### src/rtl/burst_ag_pkg.sv
// Shared types and default widths for the strided burst address generator.
package burst_ag_pkg;

  typedef enum logic [1:0] {
    IDLE = 2'd0,
    RUN  = 2'd1,
    DONE = 2'd2
  } burst_ag_state_t;

  localparam int unsigned AW_DEF = 32;
  localparam int unsigned LW_DEF = 16;
  localparam int unsigned SW_DEF = 8;
  localparam int unsigned CW_DEF = 16;

endpackage

### src/rtl/burst_addr_gen_sat_counter.sv
// Saturating up-counter with synchronous clear; holds at all-ones.
module sat_counter #(
  parameter int unsigned WIDTH = 16
) (
  input  logic             clk_i,
  input  logic             rst_ni,
  input  logic             clr_i,
  input  logic             inc_i,
  output logic [WIDTH-1:0] cnt_o
);

  logic [WIDTH-1:0] cnt_q;

  // Clear has priority over increment; increment stops at the maximum value.
  always_ff @(posedge clk_i or negedge rst_ni) begin
    if (!rst_ni) begin
      cnt_q <= '0;
    end else if (clr_i) begin
      cnt_q <= '0;
    end else if (inc_i && (cnt_q != '1)) begin
      cnt_q <= cnt_q + 1'b1;
    end
  end

  assign cnt_o = cnt_q;

endmodule

### src/rtl/burst_addr_gen.sv
// Strided burst address generator: one address per valid/ready handshake,
// final address flagged with last_o, one-cycle done_o at completion.
// Optional stall counter port is compiled in with BURST_AG_STALL_CNT_EN.
module burst_addr_gen
  import burst_ag_pkg::*;
#(
  parameter int unsigned AW = AW_DEF,
  parameter int unsigned LW = LW_DEF,
  parameter int unsigned SW = SW_DEF
`ifdef BURST_AG_STALL_CNT_EN
  ,parameter int unsigned CW = CW_DEF
`endif
) (
  input  logic          clk_i,
  input  logic          rst_ni,
  input  logic          start_i,
  input  logic [AW-1:0] base_i,
  input  logic [LW-1:0] len_i,
  input  logic [SW-1:0] stride_i,
  input  logic          abort_i,
  output logic          addr_valid_o,
  input  logic          addr_ready_i,
  output logic [AW-1:0] addr_o,
  output logic          last_o,
  output logic          busy_o,
  output logic          done_o
`ifdef BURST_AG_STALL_CNT_EN
  ,output logic [CW-1:0] stall_cnt_o
`endif
);

  burst_ag_state_t state_q;
  logic [AW-1:0]   addr_q;
  logic [AW-1:0]   addr_d;
  logic [LW-1:0]   cnt_q;
  logic [LW-1:0]   cnt_d;
  logic [LW-1:0]   len_q;
  logic [SW-1:0]   stride_q;
  logic            valid_q;
  logic            last_q;
  logic            busy_q;
  logic            done_q;
  logic            hs;

  // A handshake is only meaningful while an address is being offered.
  assign hs     = valid_q & addr_ready_i;
  // Stride is unsigned; the address wraps silently modulo 2^AW.
  assign addr_d = addr_q + {{(AW-SW){1'b0}}, stride_q};
  assign cnt_d  = cnt_q + 1'b1;

  // Control FSM with all outputs registered, so addr_ready_i never reaches an output combinationally.
  always_ff @(posedge clk_i or negedge rst_ni) begin
    if (!rst_ni) begin
      state_q  <= IDLE;
      addr_q   <= '0;
      cnt_q    <= '0;
      len_q    <= '0;
      stride_q <= '0;
      valid_q  <= 1'b0;
      last_q   <= 1'b0;
      busy_q   <= 1'b0;
      done_q   <= 1'b0;
    end else begin
      case (state_q)
        IDLE: begin
          done_q <= 1'b0;
          if (start_i) begin
            len_q    <= len_i;
            stride_q <= stride_i;
            addr_q   <= base_i;
            cnt_q    <= '0;
            busy_q   <= 1'b1;
            if (len_i != '0) begin
              state_q <= RUN;
              valid_q <= 1'b1;
              last_q  <= (len_i == LW'(1));
            end else begin
              state_q <= DONE;
              done_q  <= 1'b1;
            end
          end
        end
        RUN: begin
          if (hs) begin
            addr_q <= addr_d;
            cnt_q  <= cnt_d;
          end
          if (abort_i) begin
            // Abort wins over a coincident handshake and skips the done pulse.
            state_q <= IDLE;
            valid_q <= 1'b0;
            last_q  <= 1'b0;
            busy_q  <= 1'b0;
          end else if (hs && last_q) begin
            state_q <= DONE;
            valid_q <= 1'b0;
            last_q  <= 1'b0;
            done_q  <= 1'b1;
          end else if (hs) begin
            last_q <= (cnt_d == (len_q - 1'b1));
          end
        end
        DONE: begin
          state_q <= IDLE;
          done_q  <= 1'b0;
          busy_q  <= 1'b0;
        end
        default: begin
          state_q <= IDLE;
          valid_q <= 1'b0;
          last_q  <= 1'b0;
          busy_q  <= 1'b0;
          done_q  <= 1'b0;
        end
      endcase
    end
  end

  assign addr_valid_o = valid_q;
  assign addr_o       = addr_q;
  assign last_o       = last_q;
  assign busy_o       = busy_q;
  assign done_o       = done_q;

`ifdef BURST_AG_STALL_CNT_EN
  sat_counter #(
    .WIDTH (CW)
  ) u_stall_cnt (
    .clk_i  (clk_i),
    .rst_ni (rst_ni),
    .clr_i  ((state_q == IDLE) && start_i),
    .inc_i  (valid_q & ~addr_ready_i),
    .cnt_o  (stall_cnt_o)
  );
`endif

endmodule

### config.mk
export PLATFORM = sky130hd
export DESIGN_NAME = burst_addr_gen
export DESIGN_NICKNAME = d
export VERILOG_FILES = /design/src/rtl/burst_ag_pkg.sv /design/src/rtl/burst_addr_gen_sat_counter.sv /design/src/rtl/burst_addr_gen.sv
export SDC_FILE = /design/constraint.sdc
export NUM_CORES = 1
export LEC_CHECK = 0
export CAP_MARGIN = 20
export CORE_MARGIN = 2
export CORE_UTILIZATION = 40
export DETAILED_ROUTE_END_ITERATION = 16
export SKIP_LAST_GASP = 1
export SLEW_MARGIN = 20
export SYNTH_ARGS = -nofsm -noshare
export SYNTH_HDL_FRONTEND = slang
export SYNTH_SLANG_ARGS = --single-unit
### constraint.sdc
create_clock -name clk_i -period 5.65 [get_ports clk_i]
set_input_delay 1.695 -clock clk_i [delete_from_list [all_inputs] [get_ports clk_i]]
set_output_delay 1.695 -clock clk_i [all_outputs]
set_load 0.02 [all_outputs]
### Word-level counts from Yosys, hierarchy flattened

Cells that the tools add are included.
W data, S select, Z words.

* output and inout port bits: 36
* logic and storage cells: 67
* register bits: 78

* bitwise operators: 2
* add/subtract/negate cells: 3
* multiplexer cells: 30
* reductions and logical operators: 11
* equality and inequality tests: 12

Operators with widths (number)
* $mux W32: 2
* $pmux W32 S2: 1
* $add A32 B8 Y32: 1
* $mux W16: 2
* $pmux W16 S2: 1
* $add A16 B1 Y16 const B: 1
* $eq A16 B1 Y1 const B: 1
* $eq A16 B16 Y1: 1
* $reduce_bool A16 Y1: 1
* $sub A16 B1 Y16 const B: 1
* $mux W1: 15
* $ne A2 B2 Y1 const B: 6
* $mux W2: 4
* $reduce_and A2 Y1: 4
* $reduce_and A4 Y1: 2
* $pmux W1 S3: 2
* $ne A4 B4 Y1 const B: 1
* $pmux W1 S2: 2
* $pmux W2 S2: 1
* $ne A3 B3 Y1 const B: 1
* $reduce_and A3 Y1: 1
* $eq A2 B1 Y1 const B: 1
* $eq A2 B2 Y1 const B: 1
* $logic_not A2 Y1: 1
* 4 further kinds: 4

### Depth between registers and ports, before layout

Gate-level depths: netlist of the first run.

* word-level depth: 6
* depth in mapped cells: 11
* depth with buffers taken out: 10

### Worst setup path before layout of the first run

Ideal clock, no wire load.

* path kind: in2reg
* start: input addr_ready_i
* end: register last_q, in the netlist last_o
* stages: 7
* arrival time: 3.058 ns
* required time: 5.558 ns
* setup slack: 2.500 ns
* path through: and2_1 a211o_1 nor4_1 o2111ai_1 a311oi_1 o2111ai_1 o31ai_2

* cells in the longest elaborated chain, start to end: 5
* elaborated cells between the ends (all ways): 7
* classes of those cells: eq/ne: 1; mux: 3; bitwise: 1; reduce/logical: 2

Ends and longest elaborated chain
* start: declaration: line burst_addr_gen.sv:22 `input logic addr_ready_i,`
* $and A1 B1 Y1 (*): line burst_addr_gen.sv:46 `assign hs = valid_q & addr_ready_i;`
* $logic_and A1 B1 Y1: line burst_addr_gen.sv:94 `end else if (hs && last_q) begin`
* $mux W1: line burst_addr_gen.sv:94
* $mux W1: line burst_addr_gen.sv:88 `if (abort_i) begin`
* $pmux W1 S3: line burst_addr_gen.sv:64 `case (state_q)`
* end signal: assignment: line burst_addr_gen.sv:76 `last_q <= (len_i == LW'(1));`
* end signal: assignment: line burst_addr_gen.sv:100 `last_q <= (cnt_d == (len_q - 1'b1));`
* end: declaration: line burst_addr_gen.sv:40 `logic last_q;`

Every way passes the cells marked *; elsewhere a longest branch is shown, timed or not.
A chain may end at the register's enable or synchronous reset.

### Worst setup path after layout of the first run

* start: input addr_ready_i
* end: register addr_q[26], in the netlist addr_o[26]

* cells in the longest elaborated chain, start to end: 3

Ends and longest elaborated chain
* $and A1 B1 Y1: line burst_addr_gen.sv:46
* $ne A2 B2 Y1 (no source line)
* $reduce_and A3 Y1 (no source line)
* end signal: assignment: line burst_addr_gen.sv:70 `addr_q <= base_i;`
* end signal: assignment: line burst_addr_gen.sv:85 `addr_q <= addr_d;`
* end: declaration: line burst_addr_gen.sv:33 `logic [AW-1:0] addr_q;`

No other way between the ends.

==> key figures, run 1 <==
Status
  – Status: finished, final reports clean

Die
  – Die Y: 116 um
  – Die X: 116 um
  – Rows: 40
  – Core Region: 12100 sq um
  – # IOs: 97
  – Die area: 13500 sq um
  – Starting Density: 0.414

Logic synthesis
  – Yosys warning count: 0
  – Post-synth EDFFs: 0
  – Synth Area in XOR/XNOR: 0.0733
  – Synth cell types: 58
  – Syn_nets: 688
  – Area share of fa/ha/maj cells after synthesis: 0.0289
  – Syn Std Cell Area: 5020 sq um
  – Largest family of logic cells by synthesized area: simple AND/OR/NAND/NOR gates
  – Synth Area in Compound Gates: 0.192
  – Post-synthesis simple-gate area fraction: 0.277
  – Most used DFF post-synth: dfrtp_1
  – Cells after Synth: 616
  – Mux share of post-synthesis cell area: 0.00399
  – Post-synthesis register bit count: 78
  – Post-Syn Area per Cell: 8.15 sq um
  – Sequential fraction of the synthesis area: 0.389
  – Fraction of registers with async set/reset: 1.00

Detailed routing
  – Remaining antenna violation count: 0
  – DRT Pass-1 Iters: 5
  – WL per Instance: 16.9 um
  – WL final: 14800 um
  – DRC violations left: 0
  – Via density: 5.63
  – Via count: 4909
  – Initial drt markers: 414

Job
  – Max-Cap Viols: 0

Critical path
  – Setup crit start kind: input pin
  – Required @ worst endpoint: 5.87 ns
  – Setup crit end kind: register
  – R2R Setup Slk: 2.55 ns
  – Arr. time, crit path: 3.78 ns
  – WS Path Type: in2reg
  – Crit Path Max Fanout: 8

Pwr
  – Power share of the sequential group: 0.298
  – Int Pwr: 1.92 mW
  – Max VDD drop: 278 uV
  – Comb pwr share: 0.542
  – Switch share: 0.458
  – Leakage power total: 2.66 nW
  – Clock power share: 0.159
  – Power, Total: 3.55 mW
  – PwrDens: 552 nW/um^2
  – P_sw: 1.63 mW

Cells and area
  – Multi-input logic area: 2910 sq um
  – Filler Cells Inserted: 1188
  – Layout cells sized above 1: 0.0540
  – Antenna diode count: 0
  – Area Growth Syn to Fin: 28.1%
  – Sequential Area: 1950 sq um
  – Net count reported at finish: 771
  – Final core utilization: 0.531

Clock tree
  – Sink Count: 78
  – CTS H-tree lvls: 3
  – TritonCTS clock tree: yes
  – Post-CTS Setup Repair Bufs: 0
  – CTS max path bufs: 2
  – Hold buffers post-CTS: 0
  – Reg clk slew, reported paths: 0.06 ns
  – Cts repair resizes: 0
  – CTS root buffer: clkbuf_16
  – CTS Buf Count: 9
  – Worst skew pair latency: 0.35 ns

STA
  – Sum Neg Setup Slack: 0 ns
  – Fin. max-slew vios: 0
  – Hold Violations, Final: 0
  – Fmax: 281 MHz
  – Tcrit/Tclk final: 0.630
  – Slew headroom: 0.366
  – Final count of negative-setup-slack endpoints: 0
  – RSZ-0062 raised after global routing: no
  – Worst Max-Slew Pin Slew: 0.949 ns
  – Clock skew: 0.00947 ns
  – Crit path time final: 3.56 ns

GRT
  – Vias in the first global route: 4726
  – GRT Resource Usage Total: 0.231
  – First-pass GRT wire length: 24200 um
  – Initial antenna violation count: 0
  – GR Overflow Total: 0
  – Largest net degree at the start of global routing: 79

Worst hold path
  – HP Class: reg2reg

Place
  – Final GP Congestion: 0.906
  – Post-DP HPWL: 10400 um
  – Port Buffers: 96
[placed cells by master (no fill, tap or decap), types with 5 or more instances in the layout]
cell type        netlist  layout
nand2_1              125     125
and3_1                25      25
o21ai_0               49      49
a311oi_1              11      11
or2_2                  5       5
ha_1                  10      10
a31oi_1                6       6
or3_1                 14      14
nor2_1                36      34
nand3_1               17      17
inv_1                 15      15
xor2_1                11      11
nor4_1                 6       6
xnor2_1               31      31
dfrtp_1               78      78
buf_4                  0       7
clkbuf_16              0       9
nand4_1                9       9
nor3_1                21      20
o31ai_1                6       6
and2_1                 7       7
a21oi_1               29      28
clkdlybuf4s50_1        0      95
a211oi_1              14      14
[routing by layer]
layer,wire length [um],vias to the layer above,GRT usage
met3,916,18,0.0329
met5,0,-,0
met2,6670,161,0.355
li1,-,2383,-
met4,280,0,0.0905
met1,6890,2347,0.329
[critical path: stages]
cell and delay, ns:
clkdlybuf4s50_1 0.48, and2_1 0.21, nand2_1 0.13, a21o_1 0.19, nor2_1 0.43, buf_4 0.26
and3_1 0.18, and3_1 0.16, nor3_1 0.05
[worst paths after layout]
kind,to,from,cells past startpoint
max,addr_o[26],addr_ready_i,9
min,stride_q[7],stride_q[7],2
max reg2reg,addr_o[17],addr_o[1],8
min reg2reg,stride_q[7],stride_q[7],2
max in group asynchronous,stride_q[0],rst_ni,1
min in group asynchronous,addr_o[29],rst_ni,1
[synthesized netlist by cell type (3+ instances only)]
| cell | instances | area share |
|---|---|---|
| nor2_1 | 36 | 0.027 |
| or3_1 | 14 | 0.017 |
| a31oi_1 | 6 | 0.0075 |
| inv_1 | 15 | 0.011 |
| o31ai_1 | 6 | 0.0090 |
| nand3_1 | 17 | 0.017 |
| dfrtp_1 | 78 | 0.39 |
| nor3_1 | 21 | 0.021 |
| clkbuf_1 | 27 | 0.020 |
| and2_1 | 7 | 0.0087 |
| a311oi_1 | 11 | 0.019 |
| nand3b_1 | 4 | 0.0060 |
| a211oi_1 | 14 | 0.021 |
| xnor2_1 | 31 | 0.054 |
| nand2_1 | 125 | 0.093 |
| and3_1 | 25 | 0.031 |
| a21o_1 | 3 | 0.0045 |
| nor4_1 | 6 | 0.0075 |
| xor2_1 | 11 | 0.019 |
| or2_2 | 5 | 0.0062 |
| nand4_1 | 9 | 0.011 |
| o21a_1 | 4 | 0.0060 |
| o211ai_1 | 3 | 0.0045 |
| o22ai_1 | 3 | 0.0037 |
| nand2b_1 | 3 | 0.0037 |
| ha_1 | 10 | 0.025 |
| o21ai_0 | 49 | 0.049 |
| o2111ai_1 | 3 | 0.0052 |
| a21oi_1 | 29 | 0.029 |
| and4_1 | 4 | 0.0070 |
[area by class of cell]
class                      instances  share of cell area
multi-input combinational        492               0.453
sequential                        78               0.304
timing repair buffer             103               0.158
clock buffer                      13              0.0420
tap                              168              0.0327
inverter                          15             0.00875
clock inverter                     3             0.00272
[per-stage QoR]
stage / hold slack, ns / instance area, sq um / instances / setup slack, ns
final: 0.486 / 6430 / 872 / 2.09
after detailed placement: 0.475 / 6130 / 856 / 1.73
after global routing: 0.518 / 6430 / 872 / 1.91
after CTS: 0.490 / 6420 / 872 / 2.08
after floorplan: 0.450 / 5020 / 616 / 2.50
after global placement: 0.465 / 6130 / 856 / 1.80
[power by group through the flow]
stage          Combinational, mW  Clock [mW]  Sequential, mW
2_1_floorplan               1.18           0            1.12
3_3_place_gp                1.88           0            1.06
3_5_place_dp                1.91           0            1.07
4_1_cts                     1.92       0.576            1.06
5_1_grt                     2.12       0.599            1.10
6_report                    1.92       0.566            1.06
[state kept, by name, summed over array words and instances, names as in the netlist]
| register | count |
|---|---|
| last_o | 1 |
| addr_o | 32 |
| cnt_q | 16 |
| stride_q | 8 |
| addr_valid_o | 1 |
| len_q | 16 |
| busy_o | 1 |
| done_o | 1 |
| state_q | 2 |
[cell families after synthesis]
| logic type | count (synthesis) |
|---|---|
| AOI/OAI and AO/OA | 149 |
| and+or+nand+nor | 288 |
| muxes | 2 |
| adders and majority gates | 11 |
| xor gates and xnor gates | 42 |
| DFF | 78 |
| buffers and inverters | 46 |
No activity file was read; power rests on OpenSTA's default activity.
==> run 2, diff against run 1 <==
==> constraint.sdc (replaced) <==
create_clock -name clk_i -period 3.45 [get_ports clk_i]
set_input_delay 1.035 -clock clk_i [delete_from_list [all_inputs] [get_ports clk_i]]
set_output_delay 1.035 -clock clk_i [all_outputs]
set_load 0.02 [all_outputs]
==> run 2 against run 1 <==
Combinational power rose by 68%. Critical path depth rose by 2. Core utilization rose by 0.35 points. Sequential cell count did not move. Critical path type is now reg2reg. Wire length rose by 0.67%. Highest routed layer unchanged. Global-route usage rose by 0.10 points. Non-clock buffer count rose by 7.
==> key figures, run 2 (synthesis gave the netlist of run 1 again) <==
Critical path
  – Arr. time, crit path: 3.06 ns (-0.72 ns)
  – CP Cell Sequence: ha_1 > inv_1 > fa_1 > nor2b_1 > o21ai_0 > a21oi_1 > o21ai_0 > buf_4 > a211oi_1 > a311oi_1 > a311oi_1
  – Required @ worst endpoint: 3.69 ns (-2.18 ns)
  – WS Path Type: reg2reg
  – Worst path max stage delay: 0.53 ns (+0.05 ns)
  – CP max-delay cell: a211oi_1
  – Crit Path Max Fanout: 6 (-2)
  – Setup crit end kind: register
  – Setup crit start kind: register

STA
  – Setup WS post-layout: 0.632 ns (-1.46 ns)
  – Slew headroom: 0.510 (+0.145)
  – Final count of negative-setup-slack endpoints: 0 (unchanged)
  – Crit path time final: 2.82 ns
  – Fmax: 355 MHz
  – Hold Violations, Final: 0 (unchanged)
  – RSZ-0062 raised after global routing: no
  – Fin. max-slew vios: 0 (unchanged)
  – Worst Max-Slew Pin Slew: 0.729 ns (-0.220 ns)
  – Clock skew: 0.00484 ns (-0.00463 ns)
  – Sum Neg Setup Slack: 0 ns (unchanged)
  – Tcrit/Tclk final: 0.817

Detailed routing
  – WL final: 14900 um (+0.67%)
  – DRT Pass-1 Iters: 4 (-1)
  – WL per Instance: 16.9 um (about the same)
  – DRC violations left: 0 (unchanged)
  – Initial drt markers: 378 (-8.7%)
  – Remaining antenna violation count: 0 (unchanged)
  – Via density: 5.57 (-1.0%)
  – Via count: 4893 (-0.33%)

GRT
  – GRT Resource Usage Total: 0.232 (+0.00101)
  – First-pass GRT wire length: 24300 um (+0.17%)
  – Largest net degree at the start of global routing: 45 (-43%)
  – GR Overflow Total: 0 (unchanged)
  – Vias in the first global route: 4768 (+0.89%)
  – Initial antenna violation count: 0 (unchanged)

Clock tree
  – CTS max path bufs: 2 (unchanged)
  – Post-CTS Setup Repair Bufs: 0 (unchanged)
  – Sink Count: 78 (unchanged)
  – CTS Buf Count: 9 (unchanged)
  – Reg clk slew, reported paths: 0.06 ns (about the same)
  – CTS H-tree lvls: 3 (unchanged)
  – Cts repair resizes: 0 (unchanged)
  – Worst skew pair latency: 0.34 ns (about the same)
  – Hold buffers post-CTS: 0 (unchanged)
  – CTS root buffer: clkbuf_16
  – TritonCTS clock tree: yes

Cells and area
  – Layout cells sized above 1: 0.0592 (+0.00518)
  – Area Growth Syn to Fin: 29.0%
  – Antenna diode count: 0 (unchanged)
  – Net count reported at finish: 778 (+0.91%)
  – Most frequent cells in the layout: nand2_1, clkdlybuf4s50_1, dfrtp_1
  – Max reg flops: 32 (unchanged)
  – Commonest non-fill, non-tap cell in the layout: nand2_1
  – Filler Cells Inserted: 1175 (-1.1%)

Die
  – # IOs: 97 (unchanged)
  – Die X: 116 um (unchanged)
  – Rows: 40 (unchanged)
  – Starting Density: 0.414 (unchanged)
  – Die Y: 116 um (unchanged)
  – Core Region: 12100 sq um (unchanged)
  – Die area: 13500 sq um (unchanged)

Place
  – Pre-CTS setup slack: 0.364 ns (-1.36 ns)
  – Post-DP HPWL: 10600 um (+2.6%)
  – Final GP Congestion: 0.846 (-6.6%)
  – Port Buffers: 96 (unchanged)

Pwr
  – Leakage power total: 2.69 nW (+1.1%)
  – PwrDens: 903 nW/um^2 (+64%)
  – Max VDD drop: 436 uV (+57%)

Status
  – Status: finished, final reports clean

Worst hold path
  – HP Class: reg2reg

Job
  – Max-Cap Viols: 0 (unchanged)
[run 2: cell types whose count changed in the layout (fill, tap and decap cells not counted)]
cell,before,now
buf_12,0,1
clkinvlp_4,1,0
buf_4,7,14
clkbuf_1,1,3
clkbuf_8,3,2
buf_6,1,0
clkinv_2,2,1
[run 2: critical path, delay by kind of cell, from the launching register on]
kind	cells	cell delay, ns
flops	1	0.40
fa+ha+maj	2	0.57
compound gates	6	1.35
buf+inv	2	0.22
simple gates	1	0.17
[run 2: per-stage QoR]
step           cells  utilization  hold slack (ns)  cell area (sq um)  power, mW
3_5_place_dp     863        0.512            0.471               6200       4.96
3_3_place_gp     863        0.512            0.469               6200       4.88
6_report         878        0.535            0.482               6470       5.85
4_1_cts          878        0.534            0.486               6470       5.86
2_1_floorplan    616            -            0.450               5020       3.76
5_1_grt          878        0.535            0.503               6470       6.31
[run 2: metal layers]
| layer | up-vias | routed length (um) | global-route usage |
|---|---|---|---|
| li1 | 2399 | - | - |
| met1 | 2344 | 7120 | 0.325 |
| met2 | 132 | 6760 | 0.364 |
| met3 | 18 | 721 | 0.0382 |
| met4 | 0 | 259 | 0.0825 |
| met5 | - | 0 | 0 |
[run 2: path summary, 6_finish.rpt]
kind | end | startpoint | slack (ns) | cells after the start
worst max-delay path | addr_o[28] | addr_o[0] | 0.63 | 11
worst min-delay path | stride_q[0] | stride_q[0] | 0.48 | 2
worst max register to register | addr_o[28] | addr_o[0] | 0.63 | 11
worst min register to register | stride_q[0] | stride_q[0] | 0.48 | 2
max in group asynchronous | stride_q[7] | rst_ni | 2.06 | 2
min in group asynchronous | addr_o[27] | rst_ni | 0.69 | 1
[run 2: final cells by class]
cell class | count | area [sq um] | share of cell area
repair buffers | 110 | 1080 | 0.166
multi-input cells | 492 | 2910 | 0.450
flip-flops and latches | 78 | 1950 | 0.302
inverters | 15 | 56.3 | 0.00870
well taps | 168 | 210 | 0.0325
clock buffers | 14 | 264 | 0.0408
clock inverters | 1 | 5.00 | 0.000773
[run 2: power breakdown]
group | switching, mW | leakage (nW) | internal [mW] | total [mW]
clock network | 0.358 | 0.133 | 0.522 | 0.880
logic | 1.84 | 1.59 | 1.39 | 3.23
registers | 0.461 | 0.968 | 1.27 | 1.74
total | 2.66 | 2.69 | 3.18 | 5.85
==> run 3, diff against run 2 <==
--- a/config.mk
+++ b/config.mk
@@ -9,6 +9,7 @@
 export CORE_MARGIN = 2
 export CORE_UTILIZATION = 40
 export DETAILED_ROUTE_END_ITERATION = 16
+export PLACE_DENSITY = 0.67
 export SKIP_LAST_GASP = 1
 export SLEW_MARGIN = 20
 export SYNTH_ARGS = -nofsm -noshare
==> constraint.sdc (replaced) <==
create_clock -name clk_i -period 2.5 [get_ports clk_i]
set_input_delay 0.75 -clock clk_i [delete_from_list [all_inputs] [get_ports clk_i]]
set_output_delay 0.75 -clock clk_i [all_outputs]
set_load 0.02 [all_outputs]
==> run 3 against run 2 <==
Critical path depth is 1 lower. Wire length is 2.9% higher. Die area stayed put. Via count is 4.7% higher. Sequential power is 33% higher. Clock power is 63% higher. Combinational power is 63% higher. Worst hold slack worse by 0.12 ns. Sequential cell count stayed put. Final cell count is 4.9% higher. Critical path type unchanged. Largest cell class unchanged.
==> key figures, run 3 (synthesis gave the netlist of run 1 again) <==
Critical path
  – Required @ worst endpoint: 2.73 ns (-0.96 ns)
  – R2R Setup Slk: 0.06 ns (-0.57 ns)
  – Critical Path Start: addr_o[1]
  – Crit Path Max Fanout: 6 (unchanged)
  – CP max-delay cell: dfrtp_1
  – Setup crit end kind: register
  – Arr. time, crit path: 2.66 ns (-0.40 ns)
  – Critical Path Sink: addr_o[17]
  – Worst path max stage delay: 0.39 ns (-0.14 ns)
  – Cells on worst reg2reg path: 10 (-1)
  – Largest delay share family, worst path: compound AO/OA/AOI/OAI gates
  – Setup crit start kind: register
  – Worst Path Buf+Inv: 2 (unchanged)
  – WS Path Type: reg2reg
  – CP Cell Sequence: ha_1 > a21o_1 > a21oi_2 > o21ai_2 > a2111oi_2 > buf_4 > nor3_4 > buf_6 > and3_4 > o31a_1
  – Stages on worst setup path: 10 (-1)
  – Reg2reg start: addr_o[1]
  – RR Endpoint: addr_o[17]

STA
  – Fmax: 410 MHz (+16%)
  – Slew headroom: 0.464 (-0.0466)
  – Clock skew: 0.0101 ns (+0.00524 ns)
  – RSZ-0062 raised after global routing: yes
  – Hold Violations, Final: 0 (unchanged)
  – Fin. max-slew vios: 0 (unchanged)
  – Setup WS post-layout: 0.0634 ns (-0.569 ns)
  – Tcrit/Tclk final: 0.975 (+0.158)
  – Crit path time final: 2.44 ns (-0.381 ns)
  – Worst Max-Slew Pin Slew: 0.799 ns (+0.0693 ns)
  – Final count of negative-setup-slack endpoints: 0 (unchanged)

Cells and area
  – Area Growth Syn to Fin: 40.8%
  – Finished Cell Area: 7070 sq um (+9.2%)
  – Max reg flops: 32 (unchanged)
  – Antenna diode count: 0 (unchanged)
  – Most frequent cells in the layout: nand2_1, clkdlybuf4s50_1, dfrtp_1
  – Final cell count without fillers: 921 (+4.9%)
  – Layout cells sized above 1: 0.159 (+0.100)
  – Net count reported at finish: 820 (+5.4%)
  – Filler Cells Inserted: 1140 (-3.0%)
  – Commonest non-fill, non-tap cell in the layout: nand2_1

GRT
  – GRT Resource Usage Total: 0.228 (-0.00412)
  – GR Overflow Total: 0 (unchanged)
  – Initial antenna violation count: 0 (unchanged)
  – Largest net degree at the start of global routing: 52 (+16%)
  – First-pass GRT wire length: 24500 um (+1.1%)
  – Vias in the first global route: 4983 (+4.5%)

Status
  – Status: finished, final reports clean

Place
  – Final GP Congestion: 0.903 (+6.8%)
  – Post-DP HPWL: 10600 um (-0.92%)
  – Port Buffers: 96 (unchanged)
  – Pre-CTS setup slack: -0.285 ns (-0.648 ns)
  – Dpl cell area: 6490 sq um (+4.7%)
  – Placed Cells: 895 (+3.7%)

Pwr
  – PwrDens: 1280 nW/um^2 (+42%)
  – Leakage power total: 2.99 nW (+11%)
  – Max VDD drop: 707 uV (+62%)

Detailed routing
  – Initial drt markers: 399 (+5.6%)
  – DRT Pass-1 Iters: 5 (+1)
  – WL final: 15300 um (+2.9%)
  – Via count: 5122 (+4.7%)
  – WL per Instance: 16.6 um (-1.9%)
  – Remaining antenna violation count: 0 (unchanged)
  – DRC violations left: 0 (unchanged)
  – Via density: 5.56 (-0.21%)

Job
  – Max-Cap Viols: 0 (unchanged)

Clock tree
  – CTS root buffer: clkbuf_16
  – CTS Buf Count: 9 (unchanged)
  – TritonCTS clock tree: yes
  – Hold buffers post-CTS: 0 (unchanged)
  – Worst skew pair latency: 0.34 ns (about the same)
  – CTS max path bufs: 2 (unchanged)
  – CTS H-tree lvls: 3 (unchanged)
  – Sink Count: 78 (unchanged)
  – Reg clk slew, reported paths: 0.07 ns (about the same)

Die
  – Die area: 13500 sq um (unchanged)
  – # IOs: 97 (unchanged)
  – Die Y: 116 um (unchanged)
  – Starting Density: 0.414 (unchanged)
  – Die X: 116 um (unchanged)
  – Rows: 40 (unchanged)
  – Core Region: 12100 sq um (unchanged)

Worst hold path
  – HP Class: in2async
run 3: power breakdown:
group          total, mW  internal (mW)  leakage [nW]  switching, mW
clock               1.43          0.878         0.156          0.554
sequential          2.32           1.76         0.968          0.564
combinational       5.28           2.38          1.86           2.90
total               9.03           5.02          2.99           4.01
run 3: repair_timing:
action / 4_1_cts / 5_1_grt
buffers inserted: 1 / 8
pin swaps: 2 / 18
cloned: 0 / 1
gates resized for setup: 3 / 41
setup endpoints to repair: 15 / 23
hold endpoints to repair: 0 / 0
run 3: area by class of cell:
cell class / count / area, sq um / share of cell area
Inverter: 15 / 56.3 / 0.00797
Clock inverter: 7 / 95.1 / 0.0135
Clock buffer: 9 / 225 / 0.0319
Sequential cell: 78 / 1950 / 0.276
Multi-Input combinational cell: 492 / 3080 / 0.435
Tap cell: 168 / 210 / 0.0297
Timing Repair Buffer: 152 / 1450 / 0.206
run 3: through the flow:
stage	power (mW)	setup TNS [ns]	utilization	hold slack, ns
2_1_floorplan	5.22	0	-	0.450
3_3_place_gp	6.98	-3.74	0.536	0.466
3_5_place_dp	7.12	-4.51	0.536	0.476
4_1_cts	8.64	-0.0380	0.564	0.373
5_1_grt	9.68	-0.160	0.584	0.395
6_report	9.03	0	0.584	0.358
run 3: worst min-delay path by stage:
stage / to / cells after the start / startpoint / slack (ns)
global route: addr_o[4] / 1 / rst_ni / 0.39
floorplan: addr_o[0] / 0 / rst_ni / 0.45
global placement: stride_q[3] / 2 / stride_q[3] / 0.47
finish: addr_o[4] / 1 / rst_ni / 0.36
detailed placement: stride_q[4] / 2 / stride_q[4] / 0.48
CTS: addr_o[4] / 1 / rst_ni / 0.37
run 3: per-layer routing:
metal	GRT usage	vias up	part of all wire
met1	0.323	2465	0.46
met5	0	-	0
met4	0.0762	0	0.016
met3	0.0303	19	0.056
met2	0.361	164	0.47
li1	-	2474	-
